**src/rtl/sti_deserializer.sv**
```systemverilog
// STI serial-to-parallel receiver.
// Rebuilds one contiguous si_valid run into a right-aligned 32-bit word and extracts the
// 16-bit payload. Frame length, bit order and fill mode are latched on the first bit of
// each frame. Length and padding problems are flagged alongside the result.
//
// Ports:
//   clk, reset          rising-edge clock, asynchronous active-low reset
//   si_data, si_valid   serial bit and its qualifier (one high run = one frame)
//   cfg_length          expected length: 00=8, 01=16, 10=24, 11=32 bits
//   cfg_msb             1 = MSB first, 0 = LSB first
//   cfg_fill            24/32-bit frames: 1 = payload in upper 16 bits, 0 = lower 16 bits
//   po_valid            one-cycle result pulse
//   po_word, po_data    raw received word and extracted payload (held until next frame)
//   po_len_err          bit count differs from expected, or more than 32 bits received
//   po_pad_err          padding bits not all zero
//   po_frames           completed frame count, wraps
module sti_deserializer #(
  parameter int unsigned CNT_W = 8
) (
  input  logic             clk,
  input  logic             reset,
  input  logic             si_data,
  input  logic             si_valid,
  input  logic [1:0]       cfg_length,
  input  logic             cfg_msb,
  input  logic             cfg_fill,
  output logic             po_valid,
  output logic [31:0]      po_word,
  output logic [15:0]      po_data,
  output logic             po_len_err,
  output logic             po_pad_err,
  output logic [CNT_W-1:0] po_frames
);

  typedef enum logic [0:0] {StIdle, StRecv} state_e;

  state_e           state_q, state_d;
  logic [5:0]       cnt_q, cnt_d;
  logic [31:0]      w_q, w_d;
  logic [1:0]       len_q, len_d;
  logic             msb_q, msb_d;
  logic             fill_q, fill_d;

  logic             valid_q, valid_d;
  logic [31:0]      word_q, word_d;
  logic [15:0]      data_q, data_d;
  logic             len_err_q, len_err_d;
  logic             pad_err_q, pad_err_d;
  logic [CNT_W-1:0] frames_q, frames_d;

  logic [5:0]       n_bits;
  logic [15:0]      pay_data;
  logic             pay_pad;

  assign n_bits = {1'b0, len_q, 3'b000} + 6'd8;

  // Payload extraction always follows the latched length, even when the count is wrong.
  always_comb begin
    pay_data = w_q[15:0];
    pay_pad  = 1'b0;
    unique case (len_q)
      2'b00: pay_data = {8'h00, w_q[7:0]};
      2'b01: pay_data = w_q[15:0];
      2'b10: begin
        if (fill_q) begin
          pay_data = w_q[23:8];
          pay_pad  = |w_q[7:0];
        end else begin
          pay_data = w_q[15:0];
          pay_pad  = |w_q[23:16];
        end
      end
      2'b11: begin
        if (fill_q) begin
          pay_data = w_q[31:16];
          pay_pad  = |w_q[15:0];
        end else begin
          pay_data = w_q[15:0];
          pay_pad  = |w_q[31:16];
        end
      end
      default: ;
    endcase
  end

  always_comb begin
    state_d   = state_q;
    cnt_d     = cnt_q;
    w_d       = w_q;
    len_d     = len_q;
    msb_d     = msb_q;
    fill_d    = fill_q;
    valid_d   = 1'b0;
    word_d    = word_q;
    data_d    = data_q;
    len_err_d = len_err_q;
    pad_err_d = pad_err_q;
    frames_d  = frames_q;

    unique case (state_q)
      StIdle: begin
        if (si_valid) begin
          len_d   = cfg_length;
          msb_d   = cfg_msb;
          fill_d  = cfg_fill;
          // First bit lands in w[0] for either bit order.
          w_d     = {31'd0, si_data};
          cnt_d   = 6'd1;
          state_d = StRecv;
        end
      end
      StRecv: begin
        if (si_valid) begin
          if (cnt_q < 6'd32) begin
            if (msb_q) w_d = {w_q[30:0], si_data};
            else       w_d[cnt_q[4:0]] = si_data;
            cnt_d = cnt_q + 6'd1;
          end else begin
            // Overflow: drop the bit, freeze w, park the count at 33.
            cnt_d = 6'd33;
          end
        end else begin
          valid_d   = 1'b1;
          word_d    = w_q;
          data_d    = pay_data;
          len_err_d = (cnt_q != n_bits);
          pad_err_d = pay_pad;
          frames_d  = frames_q + {{(CNT_W-1){1'b0}}, 1'b1};
          cnt_d     = 6'd0;
          state_d   = StIdle;
        end
      end
      default: state_d = StIdle;
    endcase
  end

  always_ff @(posedge clk or negedge reset) begin
    if (!reset) begin
      state_q   <= StIdle;
      cnt_q     <= 6'd0;
      w_q       <= 32'd0;
      len_q     <= 2'd0;
      msb_q     <= 1'b0;
      fill_q    <= 1'b0;
      valid_q   <= 1'b0;
      word_q    <= 32'd0;
      data_q    <= 16'd0;
      len_err_q <= 1'b0;
      pad_err_q <= 1'b0;
      frames_q  <= '0;
    end else begin
      state_q   <= state_d;
      cnt_q     <= cnt_d;
      w_q       <= w_d;
      len_q     <= len_d;
      msb_q     <= msb_d;
      fill_q    <= fill_d;
      valid_q   <= valid_d;
      word_q    <= word_d;
      data_q    <= data_d;
      len_err_q <= len_err_d;
      pad_err_q <= pad_err_d;
      frames_q  <= frames_d;
    end
  end

  assign po_valid   = valid_q;
  assign po_word    = word_q;
  assign po_data    = data_q;
  assign po_len_err = len_err_q;
  assign po_pad_err = pad_err_q;
  assign po_frames  = frames_q;

endmodule

```
**config.mk**
```make
export PLATFORM = sky130hd
export DESIGN_NAME = sti_deserializer
export DESIGN_NICKNAME = d
export VERILOG_FILES = /design/src/rtl/sti_deserializer.sv
export SDC_FILE = /design/constraint.sdc
export NUM_CORES = 1
export LEC_CHECK = 0
export ABC_CLOCK_PERIOD_IN_PS = 3950
export BUFFER_PORTS_ARGS = -buffer_cell sky130_fd_sc_hd__buf_4
export CORE_MARGIN = 3
export CORE_UTILIZATION = 60
export CTS_CLUSTER_DIAMETER = 200
export DETAILED_ROUTE_END_ITERATION = 10
export HOLD_SLACK_MARGIN = 0.08
export PLACE_DENSITY = 0.83
export SYNTH_ARGS = -nofsm -noshare
export SYNTH_HDL_FRONTEND = slang
export SYNTH_SLANG_ARGS = --single-unit
```
**constraint.sdc**
```tcl
create_clock -name clk -period 3.95 [get_ports clk]
set_input_delay 0.79 -clock clk [delete_from_list [all_inputs] [get_ports clk]]
set_output_delay 0.79 -clock clk [all_outputs]
set_load 0.05 [all_outputs]
```
Word level (Yosys, flattened, before mapping):

Cells that the tools add are included.

* add/subtract/negate cells: 3
* order comparisons: 3
* eq/ne operators: 7
* mux-type cells: 21
* bitwise operators: 2
* reduce and logical (&&, ||, !) cells: 9

Operator list (count)
* $mux 32: 4
* $pmux 16 s4: 1
* $pmux 32 s2: 1
* $bwmux 32: 1
* $mux 16: 2
* $reduce_or 16->1: 2
* $mux 6: 3
* $reduce_or 8->1: 2
* $pmux 6 s2: 1
* $add 8x1->8 const B: 1
* $add 5x4->6 const B: 1
* $add 6x1->6 const B: 1
* $lt 5x6->1 const B: 1
* $lt 6x6->1 const B: 1
* $mux 1: 6
* $ne 6x6->1: 1
* $demux 1 s5: 1
* $ge 5x1->1 const B: 1
* $eq 2x2->1 const B: 2
* $ne 2x2->1 const B: 2
* $reduce_and 2->1: 2
* $reduce_and 3->1: 1
* $eq 2x1->1 const B: 1
* $logic_not 2->1: 1
* other kinds (4): 5

* flip-flop bits (word level): 102
* input bits: 8
* output and inout bits: 59
* word-level logic and storage cells: 57

Depth between registers and ports, before layout:

Gate-level depths: netlist (run 1).

* depth in word-level cells: 9
* depth in mapped cells: 8
* gate-level depth less buffers: 6

Worst setup path before layout (run 1):

OpenSTA, ideal clock, no wires.

* path kind: input port to flip-flop
* start: input si_valid
* end: register frames_q[6], in the netlist po_frames[6]
* setup time: 0.141 ns
* arrival: 1.669 ns
* data required time: 3.809 ns
* slack: 2.140 ns
* cell stages on the path: 7
* path buffers: 2
* cell sequence: buf_6 nand2b_4 buf_6 clkinv_2 nand4_2 or2_1 xnor2_1

* word-level cells in the longest chain between the ends: 2

RTL lines
* start: declaration: line 23 `input logic si_valid,`
* $not 1->1 (no source line)
* $reduce_and 2->1 (no source line)
* end signal: assignment: line 163 `frames_q <= frames_d;`
* end: declaration: line 49 `logic [CNT_W-1:0] frames_q, frames_d;`

Every way passes these cells.
A chain may end at the register's enable or synchronous reset.

Worst setup path in the final report (run 1):

* start: register msb_q
* end: register w_q[0]

* word-level cells in the longest chain between the ends: 4

RTL lines
* start: declaration: line 41 `logic msb_q, msb_d;`
* start signal: assignment: line 156 `msb_q <= msb_d;`
* $mux 32: line 115 `if (msb_q) w_d = {w_q[30:0], si_data};`
* $mux 32: line 114 `if (cnt_q < 6'd32) begin`
* $mux 32: line 113 `if (si_valid) begin`
* $pmux 32 s2: line 100 `unique case (state_q)`
* end signal: assignment: line 154 `w_q <= w_d;`
* end: declaration: line 39 `logic [31:0] w_q, w_d;`

Every way passes these cells. The select of a mux whose other input is x is not followed.

==> flow_metrics.py, run 1 <==
metrics = {
    "clock_tree": {
        "cts_sinks": 102,
        "cts_resized": 0,
        "numCtsBuffers": 9,
        "post-cts-setup-buffer-count": 0,
        "hold_buffers": 0,
        "path_clk_slew_ps": 100,
        "htreeDepth": 3,
        "cts_tree": "done",
        "clkLatencyLatePin_ps": 370,
        "cts_root_buffer": "clkbuf_8",
        "cts.path.max_buffers": 2,
    },
    "timing": {
        "fmax_mhz": 436,
        "worst_slack_ps": 1660,
        "relSlewSlack_pct": 22.3,
        "timing.setup.tns_ps": 0,
        "finalSetupViolCount": 0,
        "max_slew.worst_pin.slew_ps": 1170,
        "hold_violations": 0,
        "post-route-min-period_ps": 2290,
        "period_share_pct": 58.1,
        "clock_skew_ps": 6.73,
        "rsz0062_at_grt": "false",
        "drv_slew": 0,
    },
    "synth": {
        "synth.cell_area_um2": 5390,
        "ys.warnings.count": 0,
        "synth_top_cell_area_share_pct": 47.3,
        "synth_fp_nets": 597,
        "synth_edf_count": 0,
        "synth_top_cells_by_count": "nand2_1 (129), dfrtp_1 (102), o21ai_0 (70), a22oi_1 (35), a21oi_1 (25)",
        "async_flop_share_pct": 100,
        "ys_seq_area_share_pct": 47.3,
        "synth.largest_area_cell": "dfrtp_1",
        "ys_ff_latch": 102,
        "syn_inst": 580,
        "syn_area_per_cell_um2": 9.30,
        "synth-main-ff-cell": "dfrtp_1",
        "ys_top_cells_by_area": "dfrtp_1 (47%), nand2_1 (9.0%), o21ai_0 (6.5%)",
        "yosysMostFrequentCell": "nand2_1",
        "synth_cell_type_count": 52,
    },
    "route": {
        "drc_errors": 0,
        "wl_mm": 13.8,
        "vias_per_cell": 6.44,
        "detail_route.first_pass.iterations": 8,
        "vias": 4627,
        "wl_per_cell_um": 19.2,
        "drt-initial-drc-count": 443,
        "ant_nets": 0,
    },
    "placed_design": {
        "placed_area_um2": 5760,
        "dp_slack_ps": 1450,
        "io_buffer_count": 66,
        "dpl.hpwl_mm": 9.32,
        "globalplace.congestion": 0.907,
    },
    "cells_and_area": {
        "fin_util_pct": 70.4,
        "antenna_cells": 0,
        "drive_above_1_share_pct": 18.8,
        "fillCellCount": 649,
        "nets": 625,
        "syn2layout_area_growth_pct": 10.5,
        "design_area_um2": 5960,
    },
    "worst_setup_path": {
        "path_cells": "buf_4, nand2b_1, a21oi_1, nor2_1, mux2_2",
        "crit_arrival_ps": 2560,
        "critical-path-top-delay-family": "simple AND/OR/NAND/NOR gates",
        "cp-startpoint": "msb_q",
        "crit_required_ps": 4220,
        "crit_path_top_delay_cell": "nand2b_1",
        "end_kind": "register",
        "path_max_fanout": 36,
        "crit_type": "reg -> reg",
        "cp_num_buf_inv": 1,
        "r2r_start": "msb_q",
        "cpPeakStageDelay_ps": 940,
        "critPathLaunchType": "register",
    },
    "die": {
        "fp.coreArea_um2": 8460,
        "die_h_um": 101,
        "initial_utilization_pct": 63.7,
        "die-area_um2": 10200,
        "core.rowCount": 33,
        "io_pins": 67,
        "chipWidth_um": 101,
    },
    "power": {
        "total_power_mw": 2.40,
        "powerDensity_nw_per_um2": 403,
        "p_leak_nw": 2.83,
        "peakVddDrop_mv": 0.269,
    },
    "worst_hold_path": {
        "hold_class": "in -> async",
    },
    "grt": {
        "grt_pass1_wl_mm": 22.3,
        "antenna_found_initial": 0,
        "grt_pass1_vias": 4442,
        "grt_remaining_overflow": 0,
        "grt_usage_pct": 28.0,
        "grt_max_degree": 42,
    },
    "status": {
        "status": "finished clean",
    },
    "run": {
        "cap_violations": 0,
    },
}
==> routing by layer <==
metal	up-vias	track usage (%)	share of wire, %
li1	2116	-	-
met1	2226	37.9	40
met2	245	44.6	48
met3	40	5.88	8.7
met4	0	10.3	2.8
met5	-	0	0
==> where the power goes <==
group          leakage [nW]  switching [mW]  internal (mW)
Sequential             1.39          0.0868           1.10
Clock                 0.107           0.378          0.315
Combinational          1.34           0.363          0.161
==> registers in the layout, indices dropped and copies added (netlist names) <==
register    count
w_q            32
cnt_q           6
fill_q          1
po_frames       8
po_data        16
msb_q           1
po_pad_err      1
po_len_err      1
len_q           2
state_q         1
po_valid        1
po_word        32
==> path summary, 6_finish.rpt <==
path / end / slack (ps) / cells past startpoint
setup / recovery: w_q[0] / 1660 / 5
hold / removal: po_frames[4] / 350 / 1
setup reg to reg: w_q[0] / 1660 / 5
hold reg to reg: po_frames[7] / 480 / 1
max in group asynchronous: po_word[5] / 2780 / 2
min in group clk: po_frames[7] / 480 / 1
==> final cells by class <==
| type | count | area (um2) | share of cell area, % |
|---|---|---|---|
| flip-flops and latches | 102 | 2550 | 42.8 |
| clock buffers | 10 | 138 | 2.31 |
| well taps | 105 | 131 | 2.20 |
| multi-input cells | 418 | 2510 | 42.2 |
| inverters | 6 | 23.8 | 0.399 |
| clock inverters | 6 | 66.3 | 1.11 |
| repair buffers | 71 | 533 | 8.94 |
==> placed cells by master (no fill, tap or decap), types with 2 or more instances in the layout <==
| cell | instances |
|---|---|
| nor2b_1 | 12 |
| clkinv_2 | 3 |
| ha_1 | 9 |
| and2_1 | 3 |
| xnor2_1 | 8 |
| mux2_2 | 17 |
| a31oi_1 | 8 |
| nand4_1 | 3 |
| a32oi_1 | 4 |
| nor3b_4 | 2 |
| xor2_1 | 2 |
| a222oi_1 | 7 |
| a22o_1 | 9 |
| nand3_1 | 8 |
| and3_1 | 4 |
| nor4_1 | 6 |
| o21ai_1 | 9 |
| and3b_1 | 3 |
| a22oi_1 | 35 |
| dfrtp_1 | 102 |
| a21oi_1 | 25 |
| o21ai_0 | 70 |
| inv_1 | 5 |
| inv_6 | 3 |
| nand2_1 | 129 |
| clkbuf_8 | 10 |
| buf_4 | 71 |
| a2bb2oi_1 | 8 |
| nor2_1 | 8 |
| o31ai_1 | 8 |
==> metrics by stage <==
stage	std cells	hold WS, ps
final	718	349
after global routing	718	371
after CTS	718	364
after global placement	702	461
after detailed placement	702	464
after floorplan	580	471
==> logic make-up (layout without fill, tap and decap cells) <==
logic type	after synthesis	count (layout)	synth area share [%]
AND/OR/NAND/NOR	192	192	16.9
AO/OA/AOI/OAI	189	189	22.2
flip-flops	102	102	47.3
buffers and inverters	60	93	6.03
multiplexers	18	18	3.83
XOR/XNOR	10	10	1.62
adder cells (fa/ha/maj)	9	9	2.09
No activity file was read; power rests on OpenSTA's default activity.
==> inputs of run 2 (changes only) <==
==> config.mk (replaced) <==
export PLATFORM = sky130hd
export DESIGN_NAME = sti_deserializer
export DESIGN_NICKNAME = d
export VERILOG_FILES = /design/src/rtl/sti_deserializer.sv
export SDC_FILE = /design/constraint.sdc
export NUM_CORES = 1
export LEC_CHECK = 0
export ABC_CLOCK_PERIOD_IN_PS = 2000
export BUFFER_PORTS_ARGS = -buffer_cell sky130_fd_sc_hd__buf_4
export CORE_MARGIN = 3
export CORE_UTILIZATION = 53
export CTS_CLUSTER_DIAMETER = 200
export DETAILED_ROUTE_END_ITERATION = 10
export HOLD_SLACK_MARGIN = 0.08
export PLACE_DENSITY = 0.78
export SYNTH_ARGS = -nofsm -noshare
export SYNTH_HDL_FRONTEND = slang
export SYNTH_SLANG_ARGS = --single-unit
==> constraint.sdc (replaced) <==
create_clock -name clk -period 2 [get_ports clk]
set_input_delay 0.4 -clock clk [delete_from_list [all_inputs] [get_ports clk]]
set_output_delay 0.4 -clock clk [all_outputs]
set_load 0.05 [all_outputs]
==> run 2 against run 1 <==
Sequential cell count did not move. First-iteration DRC count rose by 51%. Die area rose by 12%. Utilization fell by 7.8 points. Cell count rose by 6.1%. Clock skew rose by 5.6 ps. Maximum frequency rose by 27%. Worst setup slack got worse by 1500 ps. Critical path depth did not move. Clock power rose by 80%.
==> flow_metrics.py, run 2 (synthesis gave the netlist of run 1 again) <==
metrics = {
    "status": {
        "status": "finished clean",
    },
    "worst_setup_path": {
        "critPathLaunchType": "register",
        "crit_required_ps": 2250,
        "cpPeakStageDelay_ps": 430,
        "crit_type": "reg -> reg",
        "end_kind": "register",
        "path_max_fanout": 9,
        "rrSetupSlack_ps": 200,
        "crit_path_top_delay_cell": "dfrtp_1",
        "crit_arrival_ps": 2050,
        "path_cells": "ha_1, or2_0, a22oi_1, a2bb2oi_1, o21ai_0",
    },
    "timing": {
        "max_slew.worst_pin.slew_ps": 674,
        "period_share_pct": 90.1,
        "rsz0062_at_grt": "false",
        "timing.setup.tns_ps": 0,
        "drv_slew": 0,
        "fmax_mhz": 555,
        "post-route-min-period_ps": 1800,
        "hold_violations": 0,
        "finalSetupViolCount": 0,
        "clock_skew_ps": 12.4,
        "relSlewSlack_pct": 55.1,
    },
    "die": {
        "die-area_um2": 11400,
        "core.rowCount": 36,
        "chipWidth_um": 107,
        "io_pins": 67,
        "die_h_um": 107,
        "fp.coreArea_um2": 9820,
        "initial_utilization_pct": 54.9,
    },
    "cells_and_area": {
        "nets": 643,
        "antenna_cells": 0,
        "final_cell_mix": "nand2_1 (129), dfrtp_1 (101), buf_4 (85), o21ai_0 (70), a22oi_1 (35)",
        "drive_above_1_share_pct": 20.7,
        "instances_no_fill": 762,
        "syn2layout_area_growth_pct": 13.9,
        "seq_area_um2": 2550,
        "fillCellCount": 853,
        "final_common_cell": "nand2_1",
        "fin_util_pct": 62.6,
        "multi_input_area_um2": 2510,
    },
    "power": {
        "p_leak_nw": 2.91,
        "powerDensity_nw_per_um2": 762,
        "peakVddDrop_mv": 0.729,
    },
    "grt": {
        "antenna_found_initial": 0,
        "grt_max_degree": 38,
        "grt_usage_pct": 25.7,
        "grt_remaining_overflow": 0,
        "grt_pass1_vias": 4487,
        "grt_pass1_wl_mm": 23.2,
    },
    "clock_tree": {
        "numCtsBuffers": 9,
        "htreeDepth": 3,
        "cts_root_buffer": "clkbuf_8",
        "cts_sinks": 102,
        "cts_tree": "done",
        "cts.path.max_buffers": 2,
        "path_clk_slew_ps": 90,
        "clkLatencyLatePin_ps": 380,
    },
    "placed_design": {
        "globalplace.congestion": 0.914,
        "io_buffer_count": 66,
        "dpl.hpwl_mm": 9.77,
        "dp_cells": 747,
    },
    "worst_hold_path": {
        "hold_class": "in -> reg",
    },
    "run": {
        "cap_violations": 0,
    },
    "route": {
        "wl_per_cell_um": 18.7,
        "vias_per_cell": 6.20,
        "wl_mm": 14.2,
        "drc_errors": 0,
        "vias": 4722,
        "ant_nets": 0,
        "drt-initial-drc-count": 668,
        "detail_route.first_pass.iterations": 6,
    },
}
## run 2: repair_timing
| action | CTS | global route |
|---|---|---|
| resized for setup | 0 | 1 |
| setup buffers | 0 | 0 |
| endpoints found under the setup margin | 0 | 1 |
| endpoints found under the hold margin | 28 | 0 |
| hold buffers | 1 | 0 |
## run 2: final timing paths
| path | depth (start not counted) | startpoint | endpoint |
|---|---|---|---|
| max | 5 | len_q[0] | po_data[4] |
| min | 1 | si_valid | state_q |
| max reg2reg | 5 | len_q[0] | po_data[4] |
| min reg2reg | 2 | po_word[9] | po_word[9] |
| max in group asynchronous | 3 | reset | fill_q |
| min in group asynchronous | 2 | reset | po_word[31] |
## run 2: layout make-up
type                       count  share of cell area (%)
clock buffer                  10                    2.08
clock inverter                 4                   0.814
inverter                       6                   0.387
multi-input combinational    418                    40.9
sequential                   102                    41.6
tap                          133                    2.71
timing repair buffer          89                    11.5
## run 2: power breakdown
part	switching [mW]	internal (mW)	total, mW
clock network	0.691	0.563	1.25
logic	0.745	0.353	1.10
registers	0.157	2.17	2.33
## run 2: stage by stage
stage | power (mW) | hold slack [ps] | setup WS (ps) | instance area [um2]
global route | 4.90 | 190 | 61.9 | 6140
global placement | 3.43 | 362 | 317 | 5960
detailed placement | 3.46 | 373 | 208 | 5960
finish | 4.68 | 201 | 198 | 6140
CTS | 4.70 | 187 | 202 | 6140
floorplan | 3.11 | 104 | 377 | 5390
## run 2: routing by layer
layer	part of all wire [%]	global-route usage [%]
met1	42	35.8
met2	46	40.9
met3	8.9	5.06
met4	3.0	7.85
met5	0	0
## run 2: critical path, delay by kind of cell, from the launching register on
kind	cells	cell delay [ps]
flip-flops	1	430
AND/OR/NAND/NOR	1	400
AO/OA/AOI/OAI	3	520
adder cells (fa/ha/maj)	1	330
==> inputs of run 3 (changes only) <==
--- a/config.mk
+++ b/config.mk
@@ -7,6 +7,7 @@
 export LEC_CHECK = 0
 export ABC_CLOCK_PERIOD_IN_PS = 2000
 export BUFFER_PORTS_ARGS = -buffer_cell sky130_fd_sc_hd__buf_4
+export CORE_ASPECT_RATIO = 1.75
 export CORE_MARGIN = 3
 export CORE_UTILIZATION = 53
 export CTS_CLUSTER_DIAMETER = 200
==> run 3 against run 2 <==
Critical path depth stayed put. Worst setup slack gained 1.5 ps. Die area increased by 0.42%. Combinational power barely moved. Utilization increased by 1.1 points. Sequential power about the same. Maximum frequency about the same. Highest routed layer unchanged. Clock-buffer cell count is 1 higher. Register-to-register slack about the same. Global-route usage increased by 1.0 points.
==> flow_metrics.py, run 3 (synthesis gave the netlist of run 1 again) <==
metrics = {
    "power": {
        "pwr-share-clk_pct": 38.8,
        "peakVddDrop_mv": 0.647,
        "combPwrFrac_pct": 19.5,
        "p_leak_nw": 3.01,
        "p_sw_share_pct": 29.9,
        "pwr-share-seq_pct": 41.7,
        "powerDensity_nw_per_um2": 892,
        "p_int_mw": 3.94,
        "power_switching_mw": 1.69,
    },
    "route": {
        "vias_per_cell": 6.31,
        "drt-initial-drc-count": 594,
        "wl_per_cell_um": 19.5,
        "vias": 4771,
        "drc_errors": 0,
        "detail_route.first_pass.iterations": 9,
        "ant_nets": 0,
        "wl_mm": 14.8,
    },
    "worst_hold_path": {
        "hold_class": "in -> async",
    },
    "clock_tree": {
        "htreeDepth": 3,
        "post-cts-setup-buffer-count": 0,
        "numCtsBuffers": 9,
        "clkLatencyLatePin_ps": 360,
        "hold_buffers": 0,
        "cts.path.max_buffers": 2,
        "cts_sinks": 102,
        "cts_root_buffer": "clkbuf_16",
        "path_clk_slew_ps": 70,
        "cts_resized": 0,
        "cts_tree": "done",
    },
    "grt": {
        "grt_use_met2_pct": 43.4,
        "grt_usage_pct": 26.7,
        "grtUsageMet3_pct": 4.73,
        "grt_pass1_wl_mm": 23.4,
        "antenna_found_initial": 0,
        "grt_pass1_vias": 4597,
        "busiest_layer": "met2",
        "grt_max_degree": 103,
        "grt_remaining_overflow": 0,
        "met1_usage_pct": 30.9,
    },
    "timing": {
        "rsz0062_at_grt": "false",
        "fmax_mhz": 555,
        "worst_slack_ps": 200,
        "finalSetupViolCount": 0,
        "hold_violations": 0,
        "max_slew.worst_pin.slew_ps": 669,
        "clock_skew_ps": 9.65,
        "post-route-min-period_ps": 1800,
        "relSlewSlack_pct": 55.4,
        "period_share_pct": 90.0,
        "drv_slew": 0,
        "timing.setup.tns_ps": 0,
    },
    "die": {
        "chipWidth_um": 82.3,
        "die-area_um2": 11500,
        "io_pins": 67,
        "core.rowCount": 48,
        "initial_utilization_pct": 54.4,
        "die_h_um": 139,
        "fp.coreArea_um2": 9910,
    },
    "placed_design": {
        "io_buffer_count": 66,
        "dp_cells": 740,
        "globalplace.congestion": 0.926,
        "dpl.hpwl_mm": 10.2,
        "dp_slack_ps": 205,
    },
    "run": {
        "cap_violations": 0,
    },
    "cells_and_area": {
        "nets": 643,
        "syn2layout_area_growth_pct": 17.0,
        "antenna_cells": 0,
        "instances_no_fill": 756,
        "final_cell_mix": "nand2_1 (129), dfrtp_1 (102), buf_4 (88), o21ai_0 (70), a22oi_1 (35)",
        "drive_above_1_share_pct": 21.1,
        "final_common_cell": "nand2_1",
    },
    "worst_setup_path": {
        "crit_type": "reg -> reg",
        "path_max_fanout": 11,
        "end_kind": "register",
        "crit_arrival_ps": 2030,
        "crit_required_ps": 2230,
        "critPathLaunchType": "register",
    },
    "status": {
        "status": "finished clean",
    },
}
## run 3: layout make-up
cell class                      count  area, um2
Clock buffer                       11        253
Inverter                            6       23.8
Tap cell                          125        156
Multi-Input combinational cell    418       2510
Timing Repair Buffer               89        681
Fill cell                         799       3600
Clock inverter                      5        129
Sequential cell                   102       2550
## run 3: path summary, 6_finish.rpt
path	start	endpoint	slack [ps]	cells after the start
max	len_q[0]	po_data[0]	200	5
min reg2reg	po_word[6]	po_word[6]	470	2
min in group clk	si_valid	state_q	220	1
max in group asynchronous	reset	po_len_err	1520	2
max reg2reg	len_q[0]	po_data[0]	200	5
min	reset	po_frames[0]	100	2
## run 3: stage by stage
step                      instance area [um2]  hold slack (ps)  utilization (%)  total power, mW
after global placement                   5930              462             59.8             3.43
after global routing                     6310              146             63.7             5.83
after floorplan                          5390              104                -             3.11
after detailed placement                 5930              464             59.8             3.47
final                                    6310             95.6             63.7             5.63
after CTS                                6310              128             63.7             5.64
## run 3: critical path, stage by stage, from the launching register on
cell and delay (ps):
dfrtp_1 430, ha_1 360, or2_0 410, a22oi_1 210, a2bb2oi_1 180, o21ai_0 90
## run 3: power by group through the flow
stage               clock [mW]  combinational (mW)  sequential [mW]
floorplan                    0               0.501             2.61
global placement             0                1.06             2.37
detailed placement           0                1.09             2.38
CTS                       2.20                1.09             2.35
global route              2.29                1.17             2.36
finish                    2.19                1.10             2.35
## run 3: layer usage
metal | vias up | share of wire [%]
met5 | - | 0
met4 | 0 | 6.9
met3 | 78 | 7.2
met2 | 257 | 51
met1 | 2271 | 35
li1 | 2165 | -
